### config.mk
export PLATFORM = sky130hd
export DESIGN_NAME = cam_pixel_capture
export DESIGN_NICKNAME = d
export VERILOG_FILES = /design/src/rtl/cam_pixel_capture.sv
export SDC_FILE = /design/constraint.sdc
export NUM_CORES = 1
export LEC_CHECK = 0
export CAP_MARGIN = 10
export CELL_PAD_IN_SITES_DETAIL_PLACEMENT = 0
export CELL_PAD_IN_SITES_GLOBAL_PLACEMENT = 2
export CORE_MARGIN = 8
export CORE_UTILIZATION = 32
export DETAILED_ROUTE_END_ITERATION = 12
export HOLD_SLACK_MARGIN = 0.05
export PLACE_DENSITY_LB_ADDON = 0.1
export SKIP_CTS_REPAIR_TIMING = 1
export SLEW_MARGIN = 20
export SYNTH_ARGS = -nofsm -noshare
export SYNTH_HDL_FRONTEND = slang
export SYNTH_SLANG_ARGS = --single-unit
### constraint.sdc
create_clock -name piul1Clock -period 2.74 [get_ports piul1Clock]
set_input_delay 0.548 -clock piul1Clock [delete_from_list [all_inputs] [get_ports piul1Clock]]
set_output_delay 0.548 -clock piul1Clock [all_outputs]
set_load 0.02 [all_outputs]
### src/rtl/cam_pixel_capture.sv
// Camera RGB444 byte stream -> decimated 320x240 draw points with frame/line error tracking.
// Optional build macro CAM_CAPTURE_TEST_PATTERN_EN adds piul1TestPattern to replace camera colour with a position pattern.
module cam_pixel_capture #(
  parameter int P_IN_HRES = 640,
  parameter int P_IN_VRES = 480
) (
  input  logic        piul1Clock,
  input  logic        piul1Reset,
  input  logic        piul1VSync,
  input  logic        piul1HRef,
  input  logic [7:0]  piul8Data,
`ifdef CAM_CAPTURE_TEST_PATTERN_EN
  input  logic        piul1TestPattern,
`endif
  output logic [8:0]  poul9PosX,
  output logic [8:0]  poul9PosY,
  output logic [11:0] poul12Rgb12Data,
  output logic        poul1Update,
  output logic        poul1FrameDone,
  output logic        poul1LineErr,
  output logic [15:0] poul16FrameCount
);

  typedef enum logic [2:0] {
    WAIT_VS,
    WAIT_FRAME,
    WAIT_LINE,
    BYTE_HI,
    BYTE_LO
  } state_t;

  localparam logic [10:0] HRES_W = 11'(P_IN_HRES);
  localparam logic [10:0] VRES_W = 11'(P_IN_VRES);

  state_t      state_q, state_d;
  // One bit wider than the 10-bit range and saturating, so overlong lines never alias back into range.
  logic [10:0] pix_q, pix_d;
  logic [10:0] line_q, line_d;
  logic [3:0]  red_q, red_d;
  logic [8:0]  posx_q, posx_d;
  logic [8:0]  posy_q, posy_d;
  logic [11:0] rgb_q, rgb_d;
  logic        upd_q, upd_d;
  logic        done_q, done_d;
  logic        err_q, err_d;
  logic [15:0] fcnt_q, fcnt_d;

  logic        keep;
  logic [8:0]  posx_n;
  logic [8:0]  posy_n;
  logic [11:0] rgb_n;
  logic [10:0] pix_inc;
  logic [10:0] line_inc;

  always_comb begin
    posx_n   = pix_q[9:1];
    posy_n   = line_q[9:1];
    pix_inc  = (pix_q == 11'h7ff) ? pix_q : pix_q + 11'd1;
    line_inc = (line_q == 11'h7ff) ? line_q : line_q + 11'd1;
    keep     = !pix_q[0] && !line_q[0] && (pix_q < HRES_W) && (line_q < VRES_W);
`ifdef CAM_CAPTURE_TEST_PATTERN_EN
    rgb_n    = piul1TestPattern ? {posx_n[8:5], posy_n[7:4], ~posx_n[8:5]}
                                : {red_q, piul8Data};
`else
    rgb_n    = {red_q, piul8Data};
`endif
  end

  always_comb begin
    state_d = state_q;
    pix_d   = pix_q;
    line_d  = line_q;
    red_d   = red_q;
    posx_d  = posx_q;
    posy_d  = posy_q;
    rgb_d   = rgb_q;
    upd_d   = 1'b0;
    done_d  = 1'b0;
    err_d   = err_q;
    fcnt_d  = fcnt_q;

    case (state_q)
      WAIT_VS: begin
        if (piul1VSync) state_d = WAIT_FRAME;
      end
      WAIT_FRAME: begin
        if (!piul1VSync) begin
          state_d = WAIT_LINE;
          pix_d   = '0;
          line_d  = '0;
          err_d   = 1'b0;
        end
      end
      WAIT_LINE, BYTE_HI, BYTE_LO: begin
        if (piul1VSync) begin
          // A frame only counts if every expected line arrived cleanly.
          state_d = WAIT_FRAME;
          pix_d   = '0;
          if ((line_q == VRES_W) && !err_q) begin
            done_d = 1'b1;
            fcnt_d = fcnt_q + 16'd1;
          end
        end else if (piul1HRef) begin
          if (state_q == BYTE_LO) begin
            state_d = BYTE_HI;
            pix_d   = pix_inc;
            if (keep) begin
              upd_d  = 1'b1;
              posx_d = posx_n;
              posy_d = posy_n;
              rgb_d  = rgb_n;
            end
          end else begin
            state_d = BYTE_LO;
            red_d   = piul8Data[3:0];
          end
        end else if (state_q != WAIT_LINE) begin
          state_d = WAIT_LINE;
          pix_d   = '0;
          line_d  = line_inc;
          if ((state_q == BYTE_LO) || (pix_q != HRES_W) || (line_q >= VRES_W)) err_d = 1'b1;
        end
      end
      default: state_d = WAIT_VS;
    endcase
  end

  always_ff @(posedge piul1Clock) begin
    if (piul1Reset) begin
      state_q <= WAIT_VS;
      pix_q   <= '0;
      line_q  <= '0;
      red_q   <= '0;
      posx_q  <= '0;
      posy_q  <= '0;
      rgb_q   <= '0;
      upd_q   <= 1'b0;
      done_q  <= 1'b0;
      err_q   <= 1'b0;
      fcnt_q  <= '0;
    end else begin
      state_q <= state_d;
      pix_q   <= pix_d;
      line_q  <= line_d;
      red_q   <= red_d;
      posx_q  <= posx_d;
      posy_q  <= posy_d;
      rgb_q   <= rgb_d;
      upd_q   <= upd_d;
      done_q  <= done_d;
      err_q   <= err_d;
      fcnt_q  <= fcnt_d;
    end
  end

  assign poul9PosX        = posx_q;
  assign poul9PosY        = posy_q;
  assign poul12Rgb12Data  = rgb_q;
  assign poul1Update      = upd_q;
  assign poul1FrameDone   = done_q;
  assign poul1LineErr     = err_q;
  assign poul16FrameCount = fcnt_q;

endmodule

* Word-level counts from Yosys, hierarchy flattened
Cells that the tools add are included.
** Word-level totals
- Word-level logic and storage cells :: 88
- Input bits :: 12
- Output and inout bits :: 49
- Register bits :: 78
** Cells by class
- $add $sub $neg :: 3
- Equal/unequal tests :: 19
- Multiplexer cells :: 27
- Magnitude comparators :: 3
- Reduce and logical (&&, ||, !) cells :: 21
- Bitwise logic cells :: 4
** Operators by type and width (number)
- two-way mux 11 bit :: 10
- case mux 11 bit (2 select lines) :: 2
- adder 11 x 1 -> 11 bit, second input constant :: 2
- equality test 11 bit, second input constant :: 2
- two-way mux 3 bit :: 6
- adder 16 x 1 -> 16 bit, second input constant :: 1
- != test 2 bit, second input constant :: 7
- != test 4 bit, second input constant :: 3
- AND reduction 6 bit :: 2
- equality test 11 x 9 -> 1 bit, second input constant :: 1
- >= comparator 11 x 9 -> 1 bit, second input constant :: 1
- less-than comparator 11 x 10 -> 1 bit, second input constant :: 1
- less-than comparator 11 x 9 -> 1 bit, second input constant :: 1
- != test 11 x 10 -> 1 bit, second input constant :: 1
- AND reduction 5 bit :: 2
- case mux 3 bit (3 select lines) :: 1
- two-way mux 1 bit :: 7
- equality test 3 x 2 -> 1 bit, second input constant :: 2
- AND reduction 3 bit :: 2
- OR reduction 3 bit :: 2
- OR reduction 5 bit :: 1
- logical AND 1 bit :: 4
- NOT 1 bit :: 4
- AND reduction 4 bit :: 1
- 8 further kinds :: 11

* Logic depth before layout (Yosys ltp)
Gate-level depths: netlist of run 1.
- Word-level depth :: 8
- Gate-level depth with buffers :: 8
- Gate-level depth less buffers :: 7

* Worst setup path before layout of run 1
OpenSTA, ideal clock, no wires.
- Path type :: in2reg
- Start :: in piul1VSync
- End :: reg fcnt_q[15], in the netlist poul16FrameCount[15]
- Data arrival time :: 2.177 ns
- Stages on the path :: 6
- Buffers on the path :: 1
- Required time :: 2.670 ns
- Setup slack :: 0.492 ns
- Path through :: buf_4 > or4b_4 > nor4_4 > nand4_2 > or3_1 > a21oi_1
** Between the ends
- Longest elaborated chain between the ends :: 1
** RTL lines
- from (decl) :: line 9 : input logic piul1VSync,
- AND reduction 3 bit (no line)
- to (signal assigned) :: line 152 : fcnt_q <= fcnt_d;
- to (decl) :: line 46 : logic [15:0] fcnt_q, fcnt_d;
Every way passes these cells.
A chain may end at the register's enable or synchronous reset.

* Worst setup path after layout of run 1
Same ends and word-level chain as after synthesis.

==> qor.yml, run 1 <==
status: "finished clean"
critPathMaxStageDelay_ps: 520
tritoncts: "built"
path_class: "input pin to flop"
portBuffers: 60
die_y_um: 121
ant_nets: 0
stdcell_area_mm2: 0.00459
antenna_found_initial: 0
synth_top_area_cell: "dfxtp_1"
yosysWarnings: 0
syn-num-nets: 423
fin_skew_ps: 9.95
cellLeakagePower_nw: 1.55
cp_max_fo: 4
dpl_cell_area_mm2: 0.00439
drc: 0
dp.final_hpwl_mm: 6.73
critPathRequiredTime_ps: 3030
start_util_pct: 32.8
grt-ovfl-total: 0
numCtsBuffers: 9
totalWireLength_mm: 9.42
rows: 38
synth-async-reset-ratio_pct: 0
final-hold-violation-count: 0
cp-start-kind: "input pin"
grt_max_degree: 39
cts.clk_slew.worst_paths_ps: 80
cp_slowest_cell: "or4b_4"
wl_per_cell_um: 15.2
synth-main-ff-cell: "dfxtp_1"
syn_to_final_growth_pct: 29.3
die_w_um: 121
clkLatencyLatePin_ps: 350
cts_max_level: 3
seqCellArea_mm2: 0.00156
netlist_top_cells_area: "dfxtp_1, mux2i_1, nor2_1"
finalCritPeriodShare_pct: 84.8
min_period_ps: 2320
ys_ff_latch: 78
gp_congestion: 0.821
syn-cell-area_mm2: 0.00355
grt_pass1_vias: 3013
grt_pass1_wl_mm: 15.8
critPathCaptureType: "flop"
synthTopCellsByCount: "dfxtp_1, nor2_1, mux2i_1, nand2_1, a21oi_1"
firstDrtPassIters: 4
pin_count: 61
maxCapViolCount: 0
setup_tns_ps: 0
ir_drop_mv: 0.245
worstPathArrival_ps: 2610
fin_util_pct: 42.4
drive_above_1_share_pct: 9.39
ctsRootBufferMaster: "clkbuf_8"
synth.avg_cell_area_um2: 8.75
finalMaxSlewViolations: 0
drtIter0Drc: 192
grt_use_total_pct: 13.3
tightestPinTransition_ps: 720
worst-path-buf-inv: 1
powerDensity_mw_per_mm2: 464
yosysMostFrequentCell: "dfxtp_1"
holdWs_ps: 474
vias_per_cell: 4.99
ys_seq_area_share_pct: 43.9
synth_edf_count: 0
rsz0062_at_grt: "no"
cts_num_sinks: 78
critical_path.top_delay_family: "simple AND/OR/NAND/NOR gates"
n_antenna_cell: 0
ys_types: 53
fin_nets: 491
hp-class: "flop to flop"
fill_cells: 1115
path_cells: "clkdlybuf4s50_1, or4b_4, nor4_4, nand4_2, or3_1, a21oi_1"
dieArea_mm2: 0.0147
vias: 3091
clock_path_buffers: 2
core_mm2: 0.0108
max_freq_mhz: 430
finalSetupViolCount: 0
relSlewSlack_pct: 51.9
synth_top_area_share_pct: 43.9
multi_input_area_mm2: 0.00187
synthCells: 406
-- placed cells by master (no fill, tap or decap), types with 8 or more instances in the layout --
master and count:
or3_1 8, mux2i_1 33, xor2_1 11, inv_1 11, buf_4 17, nor3_1 10
o21ai_0 19, nand4_1 16, nand3_1 13, dfxtp_1 78, a21oi_1 20, clkbuf_8 9
nand2_1 30, nor2_1 61, clkdlybuf4s50_1 59
-- where the power goes --
group          switching [mW]  leakage (nW)  internal (mW)
sequential            0.00453         0.628           1.13
combinational          0.0553         0.825         0.0374
clock                   0.466         0.100          0.432
total                   0.526          1.55           1.60
-- kinds of logic after synthesis --
group / after synthesis / synth area share [%]
compound gates: 66 / 11.5
fa+ha+maj: 5 / 1.76
buf+inv: 32 / 3.66
simple gates: 176 / 25.6
xor+xnor: 13 / 3.20
flops: 78 / 43.9
mux: 36 / 10.2
-- per-layer routing --
metal / track usage (%) / vias up / routed length [um]
met3: 3.68 / 9 / 415
met1: 17.0 / 1453 / 4490
met2: 21.0 / 52 / 4400
met5: 0 / - / 0
met4: 4.47 / 0 / 110
li1: - / 1577 / -
-- through the flow --
stage / cells / power (mW) / setup WS (ps)
after detailed placement: 603 / 1.26 / 53.0
after CTS: 619 / 2.17 / 423
after global placement: 603 / 1.26 / 88.5
after global routing: 619 / 2.23 / 202
final: 619 / 2.13 / 416
after floorplan: 406 / 1.22 / 492
-- area by class of cell --
cell class,count,area share (%)
well taps,140,3.81
inverters,11,0.899
repair buffers,78,16.2
multi-input cells,296,40.6
clock inverters,7,1.77
flip-flops and latches,78,34.0
clock buffers,9,2.70
-- registers in the layout, summed over array words and instances, names as in the netlist --
register / count
poul16FrameCount: 16
poul12Rgb12Data: 12
line_q: 11
pix_q: 11
poul9PosX: 9
poul9PosY: 9
red_q: 4
state_q: 3
poul1FrameDone: 1
poul1LineErr: 1
poul1Update: 1
-- worst paths after layout --
check | from | to | slack [ps] | cells past startpoint
hold reg to reg | poul9PosY[8] | poul9PosY[8] | 470 | 1
hold / removal | poul9PosY[8] | poul9PosY[8] | 470 | 1
setup / recovery | piul1VSync | poul16FrameCount[15] | 420 | 6
setup reg to reg | state_q[2] | poul16FrameCount[12] | 460 | 5
Power figures use the tool's default switching activity.
==> inputs of run 2 (changes only) <==
--- a/config.mk
+++ b/config.mk
@@ -9,7 +9,7 @@
 export CELL_PAD_IN_SITES_DETAIL_PLACEMENT = 0
 export CELL_PAD_IN_SITES_GLOBAL_PLACEMENT = 2
 export CORE_MARGIN = 8
-export CORE_UTILIZATION = 32
+export CORE_UTILIZATION = 29
 export DETAILED_ROUTE_END_ITERATION = 12
 export HOLD_SLACK_MARGIN = 0.05
 export PLACE_DENSITY_LB_ADDON = 0.1
==> constraint.sdc (replaced) <==
create_clock -name piul1Clock -period 1.9 [get_ports piul1Clock]
set_input_delay 0.38 -clock piul1Clock [delete_from_list [all_inputs] [get_ports piul1Clock]]
set_output_delay 0.38 -clock piul1Clock [all_outputs]
set_load 0.02 [all_outputs]
==> qor.yml, run 2 (synthesis gave the netlist of run 1 again) <==
tightestPinTransition_ps: 420  # -300 ps
vias: 3302  # +6.8%
critPathCaptureType: "flop"
max_freq_mhz: 497
fin_skew_ps: 6.80  # -3.14 ps
worstPathArrival_ps: 2280  # -330 ps
numCtsBuffers: 9  # unchanged
maxCapViolCount: 0  # unchanged
cp_slowest_cell: "or4b_4"
finalMaxSlewViolations: 0  # unchanged
cp_max_fo: 4  # unchanged
path_cells: "or4b_4, nor4_4, nand4_2, or3_1, a21oi_1"
multi_input_area_mm2: 0.00198  # +6.1%
drtIter0Drc: 159  # -17%
status: "finished, violations left"
cts.clk_slew.worst_paths_ps: 60  # -20 ps
drc: 0  # unchanged
cts_num_sinks: 78  # unchanged
tritoncts: "built"
grt_pass1_wl_mm: 17.2  # +8.7%
final_common_cell: "dfxtp_1"
min_period_ps: 2010
die_w_um: 127  # +4.4%
antenna_found_initial: 0  # unchanged
grt-ovfl-total: 0  # unchanged
setup_ws_ps: -111  # -527 ps
final-hold-violation-count: 0  # unchanged
relSlewSlack_pct: 71.8  # +20 points
fin_nets: 539  # +9.8%
dpl_cell_area_mm2: 0.00472  # +7.5%
finalSetupViolCount: 6  # +6
gp_congestion: 0.778  # -5.2%
largest_reg_flops: 16  # unchanged
fill_cells: 1247  # +12%
dieArea_mm2: 0.0161  # +9.0%
wl_per_cell_um: 15.9  # +4.8%
vias_per_cell: 4.92  # -1.5%
grt_pass1_vias: 3224  # +7.0%
totalWireLength_mm: 10.7  # +14%
syn_to_final_growth_pct: 46.4
ctsRootBufferMaster: "clkbuf_16"
final_cell_mix: "dfxtp_1, nor2_1, buf_4, clkdlybuf4s50_1, mux2i_1"
path_class: "flop to flop"
drive_above_1_share_pct: 21.6  # +12 points
firstDrtPassIters: 4  # unchanged
die_y_um: 127  # +4.4%
rsz0062_at_grt: "yes"
hp-class: "input pin to flop"
cellLeakagePower_nw: 1.87  # +21%
place_inst: 648  # +7.5%
pin_count: 61  # unchanged
rows: 40  # +5.3%
start_util_pct: 29.6  # -3.2 points
cts_max_level: 3  # unchanged
seqCellArea_mm2: 0.00157  # +0.64%
clock_path_buffers: 2  # unchanged
n_antenna_cell: 0  # unchanged
failed_checks: "negative setup slack"
powerDensity_mw_per_mm2: 635  # +37%
finalCritPeriodShare_pct: 106
ant_nets: 0  # unchanged
clkLatencyLatePin_ps: 340  # about the same
stdcell_area_mm2: 0.00520  # +13%
ir_drop_mv: 0.350  # +43%
setup_tns_ps: -290  # -290 ps
instances_no_fill: 671  # +8.4%
core_mm2: 0.0120  # +11%
fin_util_pct: 43.3  # +0.93 points
holdWs_ps: 449  # -24.3 ps
critPathMaxStageDelay_ps: 590  # +70 ps
critPathRequiredTime_ps: 2170  # -860 ps
grt_max_degree: 40  # +2.6%
dp.final_hpwl_mm: 7.55  # +12%
portBuffers: 60  # unchanged
cp-start-kind: "flop"
grt_use_total_pct: 13.4  # +0.14 points
## run 2: changes by cell type in the layout (fill, tap and decap cells not counted), moves of 3 or more
cell / change
buf_12: +3
clkbuf_8: -9
clkbuf_16: +10
dfxtp_2: +5
dfxtp_1: -6
buf_4: +40
clkinv_4: -3
a211oi_1: -3
buf_6: +4
## run 2: metrics by stage
step                      worst slack, ps  total power, mW
final                                -111             3.30
after detailed placement             -524             1.84
after global routing                 -210             3.44
after global placement               -493             1.84
after CTS                            -216             3.36
after floorplan                      -114             1.76
## run 2: final cells by class
cell class | count | share of cell area, %
clock buffer | 11 | 4.47
clock inverter | 2 | 0.241
timing repair buffer | 126 | 22.7
multi-input combinational | 296 | 38.1
sequential | 78 | 30.2
tap | 147 | 3.54
inverter | 11 | 0.794
## run 2: worst paths after layout
path / start / end / slack, ps / depth (start not counted)
max: poul1LineErr / poul16FrameCount[15] / -110 / 5
min reg2reg: poul9PosY[8] / poul9PosY[8] / 470 / 1
max reg2reg: poul1LineErr / poul16FrameCount[15] / -110 / 5
min: piul1VSync / state_q[1] / 450 / 3
## run 2: worst max-delay path: cells and delay by family, from the launching register on
kind,cells,cell delay (ps)
and+or+nand+nor,4,1490
DFF,1,320
AOI/OAI and AO/OA,1,130
## run 2: power by group
group          switching [mW]  total (mW)  internal [mW]
registers             0.00292        1.64           1.64
clock network           0.627        1.49          0.860
logic                  0.0957       0.174         0.0779
## run 2: routing by layer
metal,global-route usage [%],wire length (um),vias to the layer above
met1,17.0,5080,1557
met4,6.09,178,0
li1,-,-,1677
met3,3.18,406,14
met5,0,0,-
met2,21.3,5030,54
==> inputs of run 3 (changes only) <==
==> constraint.sdc (replaced) <==
create_clock -name piul1Clock -period 1.9 [get_ports piul1Clock]
set_input_delay 0.19 -clock piul1Clock [delete_from_list [all_inputs] [get_ports piul1Clock]]
set_output_delay 0.19 -clock piul1Clock [all_outputs]
set_load 0.02 [all_outputs]
==> qor.yml, run 3 (synthesis gave the netlist of run 1 again) <==
die_y_um: 127  # unchanged
tightestPinTransition_ps: 616  # +196 ps
pin_count: 61  # unchanged
gp_congestion: 0.785  # +0.89%
dp.final_hpwl_mm: 7.47  # -1.0%
finalSetupViolCount: 7  # +1
syn_to_final_growth_pct: 48.7
critPathRequiredTime_ps: 2170  # about the same
status: "finished, violations left"
setup_ws_ps: -107  # +3.67 ps
path_class: "flop to flop"
dpl_cell_area_mm2: 0.00473  # +0.32%
start_util_pct: 29.6  # unchanged
grt_pass1_wl_mm: 16.8  # -2.5%
core_mm2: 0.0120  # unchanged
fin_nets: 542  # +0.56%
ant_nets: 0  # unchanged
pre_cts_slack_ps: -334  # +189 ps
finalMaxSlewViolations: 0  # unchanged
final_cell_mix: "dfxtp_1, buf_4, nor2_1"
drc: 0  # unchanged
cp_max_fo: 4  # unchanged
cp_slowest_cell: "or4b_4"
ir_drop_mv: 0.315  # -10%
rows: 40  # unchanged
cts.clk_slew.worst_paths_ps: 60  # about the same
powerDensity_mw_per_mm2: 689  # +8.6%
ctsRootBufferMaster: "clkbuf_16"
hp-class: "input pin to flop"
final-hold-violation-count: 0  # unchanged
grt_use_total_pct: 13.3  # -0.17 points
min_period_ps: 2010  # -3.67 ps
tritoncts: "built"
vias: 3305  # +0.091%
seqCellArea_mm2: 0.00157  # -0.16%
grt_max_degree: 56  # +40%
firstDrtPassIters: 5  # +1
vias_per_cell: 4.88  # -0.80%
cellLeakagePower_nw: 1.91  # +2.1%
stdcell_area_mm2: 0.00528  # +1.6%
relSlewSlack_pct: 58.9  # -13 points
n_antenna_cell: 0  # unchanged
critPathCaptureType: "flop"
grt_pass1_vias: 3262  # +1.2%
numCtsBuffers: 9  # unchanged
failed_checks: "negative setup slack"
critPathMaxStageDelay_ps: 580  # about the same
cts_max_level: 3  # unchanged
worstPathArrival_ps: 2280  # about the same
final_common_cell: "dfxtp_1"
grt-ovfl-total: 0  # unchanged
rsz0062_at_grt: "yes"
cts_num_sinks: 78  # unchanged
wl_per_cell_um: 15.6  # -2.2%
largest_reg_flops: 16  # unchanged
dieArea_mm2: 0.0161  # unchanged
path_cells: "or4b_4, nor4_4, nand4_2, or3_4, a21oi_2"
multi_input_area_mm2: 0.00199  # +0.38%
maxCapViolCount: 0  # unchanged
clock_path_buffers: 2  # unchanged
drive_above_1_share_pct: 22.8  # +1.3 points
fill_cells: 1224  # -1.8%
max_freq_mhz: 498  # +0.18%
portBuffers: 60  # unchanged
finalCritPeriodShare_pct: 106  # -0.19 points
cp-start-kind: "flop"
clkLatencyLatePin_ps: 340  # about the same
holdWs_ps: 334  # -115 ps
drtIter0Drc: 154  # -3.1%
die_w_um: 127  # unchanged
fin_skew_ps: 3.05  # -3.76 ps
antenna_found_initial: 0  # unchanged
totalWireLength_mm: 10.6  # -1.3%
[run 3: cell count changes in the layout (fill, tap and decap cells not counted), sizes merged]
cell           change
clkdlybuf4s50      +2
bufinv             +1
clkinv             +1
dlymetal6s2s       -2
clkinvlp           -1
clkbuf             +2
buf                +3
[run 3: cell type report]
class                           instances  share of cell area, %
Clock buffer                           13                   5.31
Multi-Input combinational cell        296                   37.6
Timing Repair Buffer                  129                   22.3
Sequential cell                        78                   29.7
Clock inverter                          3                  0.758
Inverter                               11                  0.782
Tap cell                              147                   3.48
[run 3: power breakdown]
group / switching, mW / internal [mW] / total, mW / leakage, nW
clock: 0.670 / 1.16 / 1.83 / 0.162
sequential: 0.00271 / 1.64 / 1.64 / 0.631
combinational: 0.0960 / 0.0772 / 0.173 / 1.12
[run 3: worst paths after layout]
kind / start / end / slack (ps) / depth (start not counted)
setup / recovery: poul1LineErr / poul16FrameCount[13] / -110 / 5
hold / removal: piul1Reset / line_q[7] / 330 / 3
setup reg to reg: poul1LineErr / poul16FrameCount[13] / -110 / 5
hold reg to reg: poul9PosY[8] / poul9PosY[8] / 470 / 1
[run 3: metrics by stage]
step	power, mW	TNS (ps)	std cells	util [%]
floorplan	1.76	-301	406	-
global placement	1.84	-10080	650	39.4
finish	3.64	-387	677	44.0
global route	3.79	-2190	677	44.0
CTS	3.70	-2170	666	42.1
detailed placement	1.84	-12540	650	39.4
[run 3: per-layer routing]
layer	track usage, %	vias up	part of all wire, %
li1	-	1694	-
met5	0	-	0
met4	6.72	0	2.4
met2	21.5	50	46
met1	16.0	1546	47
met3	3.31	15	4.7
[run 3: worst max-delay path, delay by kind of cell, from the launching register on]
family / cells / cell delay (ps)
compound gates: 1 / 110
flops: 1 / 320
simple gates: 4 / 1510
